**config.mk**
```make
export PLATFORM = sky130hd
export DESIGN_NAME = fft_frame_writer_flat
export DESIGN_NICKNAME = d
export VERILOG_FILES = /design/src/rtl/fft_frame_writer_if.sv /design/src/rtl/fft_frame_writer.sv /design/src/flat_wrapper.sv
export SDC_FILE = /design/constraint.sdc
export NUM_CORES = 1
export LEC_CHECK = 0
export ABC_CLOCK_PERIOD_IN_PS = 4870
export CAP_MARGIN = 0
export CORE_ASPECT_RATIO = 0.5
export CORE_UTILIZATION = 25
export DETAILED_ROUTE_END_ITERATION = 6
export MAX_ROUTING_LAYER = met4
export PLACE_DENSITY = 0.47
export SLEW_MARGIN = 20
export SYNTH_ARGS = -nofsm -noshare
export SYNTH_HDL_FRONTEND = slang
export SYNTH_SLANG_ARGS = --single-unit
```
**constraint.sdc**
```tcl
create_clock -name clk -period 4.87 [get_ports clk]
set_clock_uncertainty 0.05 [all_clocks]
set_input_delay 0.974 -clock clk [delete_from_list [all_inputs] [get_ports clk]]
set_output_delay 0.974 -clock clk [all_outputs]
set_load 0.005 [all_outputs]
```
**src/rtl/fft_frame_writer_if.sv**
```systemverilog
// Valid/ready/last stream carrying FFT bins into the frame writer.
interface fft_frame_writer_if #(
  parameter int DATA_W = 32
);
  logic [DATA_W-1:0] tdata;
  logic              tvalid;
  logic              tlast;
  logic              tready;

  modport master (output tdata, output tvalid, output tlast, input tready);
  modport slave  (input tdata, input tvalid, input tlast, output tready);
endinterface

```
**src/rtl/fft_frame_writer.sv**
```systemverilog
// Writes one FFT frame into the spectrum RAM, then holds the denoise reader's enable for one readout.
// Define FFT_BITREV_EN to store a bit-reversed-order input frame in natural bin order.
module fft_frame_writer #(
  parameter int ADDR_W     = 10,
  parameter int DATA_W     = 32,
  parameter int RD_HOLD    = 1032,
  parameter int GAP_CYCLES = 4
) (
  input  logic                clk,
  input  logic                rst_n,
  fft_frame_writer_if.slave   s_if,
  output logic                ram_we_o,
  output logic [ADDR_W-1:0]   ram_waddr_o,
  output logic [DATA_W-1:0]   ram_wdata_o,
  output logic                rd_enable_o,
  output logic                frame_err_o,
  output logic [15:0]         frame_cnt_o
);

  localparam int HOLD_MAX = (RD_HOLD > GAP_CYCLES) ? RD_HOLD : GAP_CYCLES;
  localparam int HOLD_W   = $clog2(HOLD_MAX + 1);

  localparam logic [ADDR_W-1:0] PTR_LAST = '1;
  localparam logic [HOLD_W-1:0] HOLD_RD  = HOLD_W'(RD_HOLD);
  localparam logic [HOLD_W-1:0] HOLD_GAP = HOLD_W'(GAP_CYCLES);
  localparam logic [HOLD_W-1:0] HOLD_ONE = HOLD_W'(1);

  typedef enum logic [1:0] {
    CAPTURE,
    DRAIN,
    READOUT,
    GAP
  } state_e;

  state_e              state_q;
  logic [ADDR_W-1:0]   wr_ptr_q;
  logic [HOLD_W-1:0]   hold_q;
  logic                tready_q;
  logic                ram_we_q;
  logic [ADDR_W-1:0]   ram_waddr_q;
  logic [DATA_W-1:0]   ram_wdata_q;
  logic                rd_en_q;
  logic                frame_err_q;
  logic [15:0]         frame_cnt_q;

  logic                beat;
  logic [ADDR_W-1:0]   ram_waddr_d;

  assign beat = s_if.tvalid && tready_q;

`ifdef FFT_BITREV_EN
  // Frame-length checks stay on the linear pointer; only the RAM address is reversed.
  always_comb begin
    ram_waddr_d = '0;
    for (int b = 0; b < ADDR_W; b++) begin
      ram_waddr_d[b] = wr_ptr_q[ADDR_W-1-b];
    end
  end
`else
  assign ram_waddr_d = wr_ptr_q;
`endif

  always_ff @(posedge clk) begin
    if (!rst_n) begin
      state_q     <= CAPTURE;
      wr_ptr_q    <= '0;
      hold_q      <= '0;
      tready_q    <= 1'b1;
      ram_we_q    <= 1'b0;
      ram_waddr_q <= '0;
      ram_wdata_q <= '0;
      rd_en_q     <= 1'b0;
      frame_err_q <= 1'b0;
      frame_cnt_q <= '0;
    end else begin
      ram_we_q    <= 1'b0;
      frame_err_q <= 1'b0;
      case (state_q)
        CAPTURE: begin
          if (beat) begin
            ram_we_q    <= 1'b1;
            ram_waddr_q <= ram_waddr_d;
            ram_wdata_q <= s_if.tdata;
            if (wr_ptr_q == PTR_LAST) begin
              wr_ptr_q <= '0;
              if (s_if.tlast) begin
                state_q     <= READOUT;
                tready_q    <= 1'b0;
                hold_q      <= HOLD_RD;
                frame_cnt_q <= frame_cnt_q + 16'd1;
              end else begin
                state_q     <= DRAIN;
                frame_err_q <= 1'b1;
              end
            end else if (s_if.tlast) begin
              wr_ptr_q    <= '0;
              frame_err_q <= 1'b1;
            end else begin
              wr_ptr_q <= wr_ptr_q + ADDR_W'(1);
            end
          end
        end
        DRAIN: begin
          if (beat && s_if.tlast) begin
            state_q <= CAPTURE;
          end
        end
        READOUT: begin
          // First READOUT cycle carries the final RAM write, so enable waits one cycle.
          if (!rd_en_q) begin
            rd_en_q <= 1'b1;
          end else if (hold_q <= HOLD_ONE) begin
            rd_en_q <= 1'b0;
            state_q <= GAP;
            hold_q  <= HOLD_GAP;
          end else begin
            hold_q <= hold_q - HOLD_ONE;
          end
        end
        GAP: begin
          if (hold_q <= HOLD_ONE) begin
            state_q  <= CAPTURE;
            tready_q <= 1'b1;
          end else begin
            hold_q <= hold_q - HOLD_ONE;
          end
        end
        default: begin
          state_q  <= CAPTURE;
          tready_q <= 1'b1;
          rd_en_q  <= 1'b0;
        end
      endcase
    end
  end

  assign s_if.tready = tready_q;
  assign ram_we_o    = ram_we_q;
  assign ram_waddr_o = ram_waddr_q;
  assign ram_wdata_o = ram_wdata_q;
  assign rd_enable_o = rd_en_q;
  assign frame_err_o = frame_err_q;
  assign frame_cnt_o = frame_cnt_q;

endmodule

```
**src/flat_wrapper.sv**
```systemverilog
// flat-port wrapper written by rule: the top's interface ports become plain ports
module fft_frame_writer_flat 
#(
  parameter int ADDR_W     = 10,
  parameter int DATA_W     = 32,
  parameter int RD_HOLD    = 1032,
  parameter int GAP_CYCLES = 4
)
  (clk, rst_n, ram_we_o, ram_waddr_o, ram_wdata_o, rd_enable_o, frame_err_o, frame_cnt_o, s_if_tdata, s_if_tvalid, s_if_tlast, s_if_tready);
  fft_frame_writer_if #(.DATA_W(DATA_W)) s_if_i ();
  input  logic clk;
  input  logic rst_n;
  output logic ram_we_o;
  output logic [ADDR_W-1:0] ram_waddr_o;
  output logic [DATA_W-1:0] ram_wdata_o;
  output logic rd_enable_o;
  output logic frame_err_o;
  output logic [15:0] frame_cnt_o;
  input wire logic [$bits(s_if_i.tdata)-1:0] s_if_tdata;
  input wire logic [$bits(s_if_i.tvalid)-1:0] s_if_tvalid;
  input wire logic [$bits(s_if_i.tlast)-1:0] s_if_tlast;
  output wire logic [$bits(s_if_i.tready)-1:0] s_if_tready;
  assign s_if_i.tdata = s_if_tdata;
  assign s_if_i.tvalid = s_if_tvalid;
  assign s_if_i.tlast = s_if_tlast;
  assign s_if_tready = s_if_i.tready;
  fft_frame_writer #(.ADDR_W(ADDR_W), .DATA_W(DATA_W), .RD_HOLD(RD_HOLD), .GAP_CYCLES(GAP_CYCLES)) u_core (.clk(clk), .rst_n(rst_n), .s_if(s_if_i), .ram_we_o(ram_we_o), .ram_waddr_o(ram_waddr_o), .ram_wdata_o(ram_wdata_o), .rd_enable_o(rd_enable_o), .frame_err_o(frame_err_o), .frame_cnt_o(frame_cnt_o));
endmodule
```
==> metrics.md <==
| Metric | Value |
|---|---|
| Area of the die | 15000 um2 |
| Vias in the first global route | 3046 |
| Post-route minimum period | 3.42 ns |
| Final-report max-slew violation count | 0 |
| Path category of the worst min-delay check | flop to flop |
| Sequential area share after synthesis | 46.9% |
| Detailed-router iteration count before antenna repair | 4 |
| Cells after synthesis | 454 |
| Crit Path Class | primary input to flop |
| Net count after synthesis | 494 |
| Ant diodes | 0 |
| Number of buffers on the longest clock path | 2 |
| Final cell count without fillers | 738 |
| Routed vias/inst | 4.54 |
| Crit path max fanout | 50 |
| Number of H-tree levels | 3 |
| Total CTS buffers | 9 |
| Number of DRC violations after detailed-routing iteration 0 | 156 |
| Resized Gates After CTS | 0 |
| Number of nets with antenna violations after detailed routing | 0 |
| Number of cell rows | 30 |
| Max-cap violations | 0 |
| Worst hold stages | 2 |
| Worst Setup SP | s_if_tvalid |
| Signal arrival time at the worst endpoint | 3.57 ns |
| Worst slew margin relative to its limit | 31.7% |
| Horizontal die dimension | 172 um |
| Synth Cell Area | 3630 um2 |
| Required time at the worst-slack endpoint | 5.03 ns |
| Core footprint | 13900 um2 |
| Combined global-route utilization of all metal layers | 13.4% |
| Fraction of synthesis flops using an asynchronous set or reset pin | 0% |
| Worst Hold Launch | u_core.ram_wdata_o[0] |
| Antenna violations before repair | 0 |
| Final count of hold timing violations | 0 |
| Worst r2r dst | u_core.frame_cnt_o[13] |
| Vias after detailed routing | 3347 |
| Highest-count cells in the layout ignoring fill and taps | nand2_1, clkdlybuf4s50_1, dfxtp_1 |
| Number of synthesized flops with an enable pin | 0 |
| TritonCTS clock tree | done |
| Flip-flop and latch count after synthesis | 85 |
| CP Cell Sequence | clkdlybuf4s50_1 -> nand4bb_4 -> buf_4 -> nor4_4 -> nand4_1 -> o311ai_0 -> o41ai_1 |
| Number of cell instances on the worst register-to-register path | 6 |
| WHS | 0.403 ns |
| Area added between synthesis and finish | 39.7% |
| Cell count after placement | 722 |
| Number of top-level design ports | 98 |
| Unrepaired setup endpoints after global routing | false |
| Share of the cycle needed by the critical path after routing | 70.1% |
| Combined flip-flop and latch cell area | 1700 um2 |
| Clock tree root driver cell | clkbuf_16 |
| Reg2Reg Setup Slack | 2.05 ns |
| Run status | completed |
| Category of the worst setup path capture point | flop |
| Count of fill cells added during filler insertion | 1453 |
| Fmax | 293 MHz |
| Prevailing post-synth register cell | dfxtp_1 |
| Total routed wirelength | 9510 um |
| Setup tns final | 0 ns |
| Final std cell area, no fill | 5070 um2 |
| Pwr Density | 293 nW/um2 |
| Overflow left after global routing | 0 |
| Post-CTS repair timing setup buffer count | 0 |
| Static leakage power | 0.00183 uW |
| Peak VDD IR | 176 uV |
| Most common library cell in the layout ignoring fill and taps | nand2_1 |
| Startpoint of the worst-slack reg-to-reg timing path | u_core.state_q[1] |
| CTS sink cnt | 85 |
| Synth Area per Inst | 7.99 um2 |
| Multi-input gate area in the final layout | 1810 um2 |
| DRC violations left | 0 |
| Insertion delay to the later sink of the worst-skew pair | 0.33 ns |
| HPWL after detailed placement | 6290 um |
| Effective utilization at floorplan | 26.2% |
| Stage delay of the slowest cell on the critical path | 0.59 ns |
| Worst slew pin tran | 1.02 ns |
| First-pass GRT wire length | 15300 um |
| Die Y | 87.2 um |
| Total of hold buffers inserted after clock tree synthesis | 0 |
| Endpoint, Worst Hold | u_core.ram_wdata_o[0] |
| Clock slew seen by the registers of the worst setup and hold paths | 0.06 ns |
| Count of different cell masters after synthesis | 51 |
| # port buffers | 97 |
| Cell with the biggest individual delay on the critical path | clkdlybuf4s50_1 |
| Number of endpoints failing setup at the final stage | 0 |
| Proportion of layout cells with a drive suffix above 1 | 4.95% |
| Count of yosys warnings during synthesis | 0 |
| Pin count of the biggest net entering global routing | 60 |
| Wire length per cell | 12.9 um |
| Final net count | 581 |
| Kind of launch point of the worst setup path | primary input |
| Gpl congestion | 0.739 |
| Placed standard-cell area | 4790 um2 |
how the worst max path moves through the flow:
stage                              to  slack [ns]
6_report       u_core.frame_cnt_o[13]        1.45
5_1_grt        u_core.frame_cnt_o[13]        1.24
4_1_cts        u_core.frame_cnt_o[13]        1.46
3_5_place_dp   u_core.frame_cnt_o[13]        1.10
3_3_place_gp   u_core.frame_cnt_o[13]        1.20
2_1_floorplan   u_core.frame_cnt_o[9]        2.33
worst max-delay path, delay by kind of cell:
family | cells | cell delay [ns]
and+or+nand+nor | 3 | 1.07
AOI/OAI and AO/OA | 2 | 0.61
buffers and inverters | 2 | 0.90
state kept, by name, indices dropped and copies added (netlist names):
name / cells
u_core.frame_cnt_o: 16
u_core.frame_err_o: 1
u_core.hold_q: 11
u_core.ram_waddr_d: 10
u_core.ram_waddr_o: 10
u_core.ram_wdata_o: 32
u_core.ram_we_o: 1
u_core.rd_enable_o: 1
u_core.s_if.tready: 1
u_core.state_q: 2
per-layer routing:
| metal | share of wire, % | track usage, % |
|---|---|---|
| met1 | 52 | 17.4 |
| met2 | 44 | 20.5 |
| met3 | 3.7 | 3.23 |
| met4 | 0.76 | 4.34 |
| met5 | 0 | - |
Yosys cell counts (2+ instances only):
master | n | area share, %
o211ai_1 | 6 | 1.2
a21o_1 | 2 | 0.41
nand3_1 | 11 | 1.5
a21oi_1 | 51 | 7.0
nand3b_1 | 2 | 0.41
nor3b_1 | 3 | 0.62
a31oi_1 | 2 | 0.34
nor4_1 | 4 | 0.69
buf_1 | 3 | 0.31
o31ai_1 | 2 | 0.41
mux2i_1 | 3 | 0.83
clkbuf_1 | 19 | 2.0
nor2_1 | 36 | 3.7
buf_2 | 3 | 0.41
nor3_1 | 15 | 2.1
nand2b_1 | 4 | 0.69
nand4_1 | 11 | 1.9
dfxtp_1 | 85 | 47
o21ai_0 | 6 | 0.83
or4_1 | 4 | 0.83
o21bai_1 | 2 | 0.41
ha_1 | 4 | 1.4
xor2_1 | 8 | 1.9
xnor2_1 | 8 | 1.9
inv_1 | 7 | 0.72
o2bb2ai_1 | 3 | 0.72
nand2_1 | 122 | 13
and2_1 | 2 | 0.34
and3_1 | 4 | 0.69
kinds of logic (layout without fill, tap and decap cells):
| kind of cell | after synthesis | in the layout | synth area share [%] |
|---|---|---|---|
| XOR/XNOR | 16 | 16 | 3.86 |
| adder cells (fa/ha/maj) | 4 | 4 | 1.38 |
| AND/OR/NAND/NOR | 228 | 228 | 29.5 |
| buffers and inverters | 33 | 125 | 3.52 |
| AO/OA/AOI/OAI | 85 | 85 | 14.0 |
| flip-flops | 85 | 85 | 46.9 |
| multiplexers | 3 | 3 | 0.828 |
where the power goes:
group	total (uW)	switching, uW	internal [uW]
combinational	120	53.4	67.1
clock	643	270	373
sequential	722	9.14	713
total	1490	333	1150
cell type report:
cell class              count  area share [%]
multi-input cells         336            35.8
flip-flops and latches     85            33.6
repair buffers            101            19.8
clock buffers              13            5.14
well taps                 192            4.74
inverters                   8           0.593
clock inverters             3           0.395
metrics by stage:
stage / utilization (%) / setup WS, ns / power (uW)
floorplan: - / 2.33 / 784
global placement: 34.6 / 1.20 / 860
detailed placement: 34.6 / 1.10 / 861
CTS: 36.6 / 1.46 / 1520
global route: 36.6 / 1.24 / 1560
finish: 36.6 / 1.45 / 1490
No activity file was read; power rests on OpenSTA's default activity.
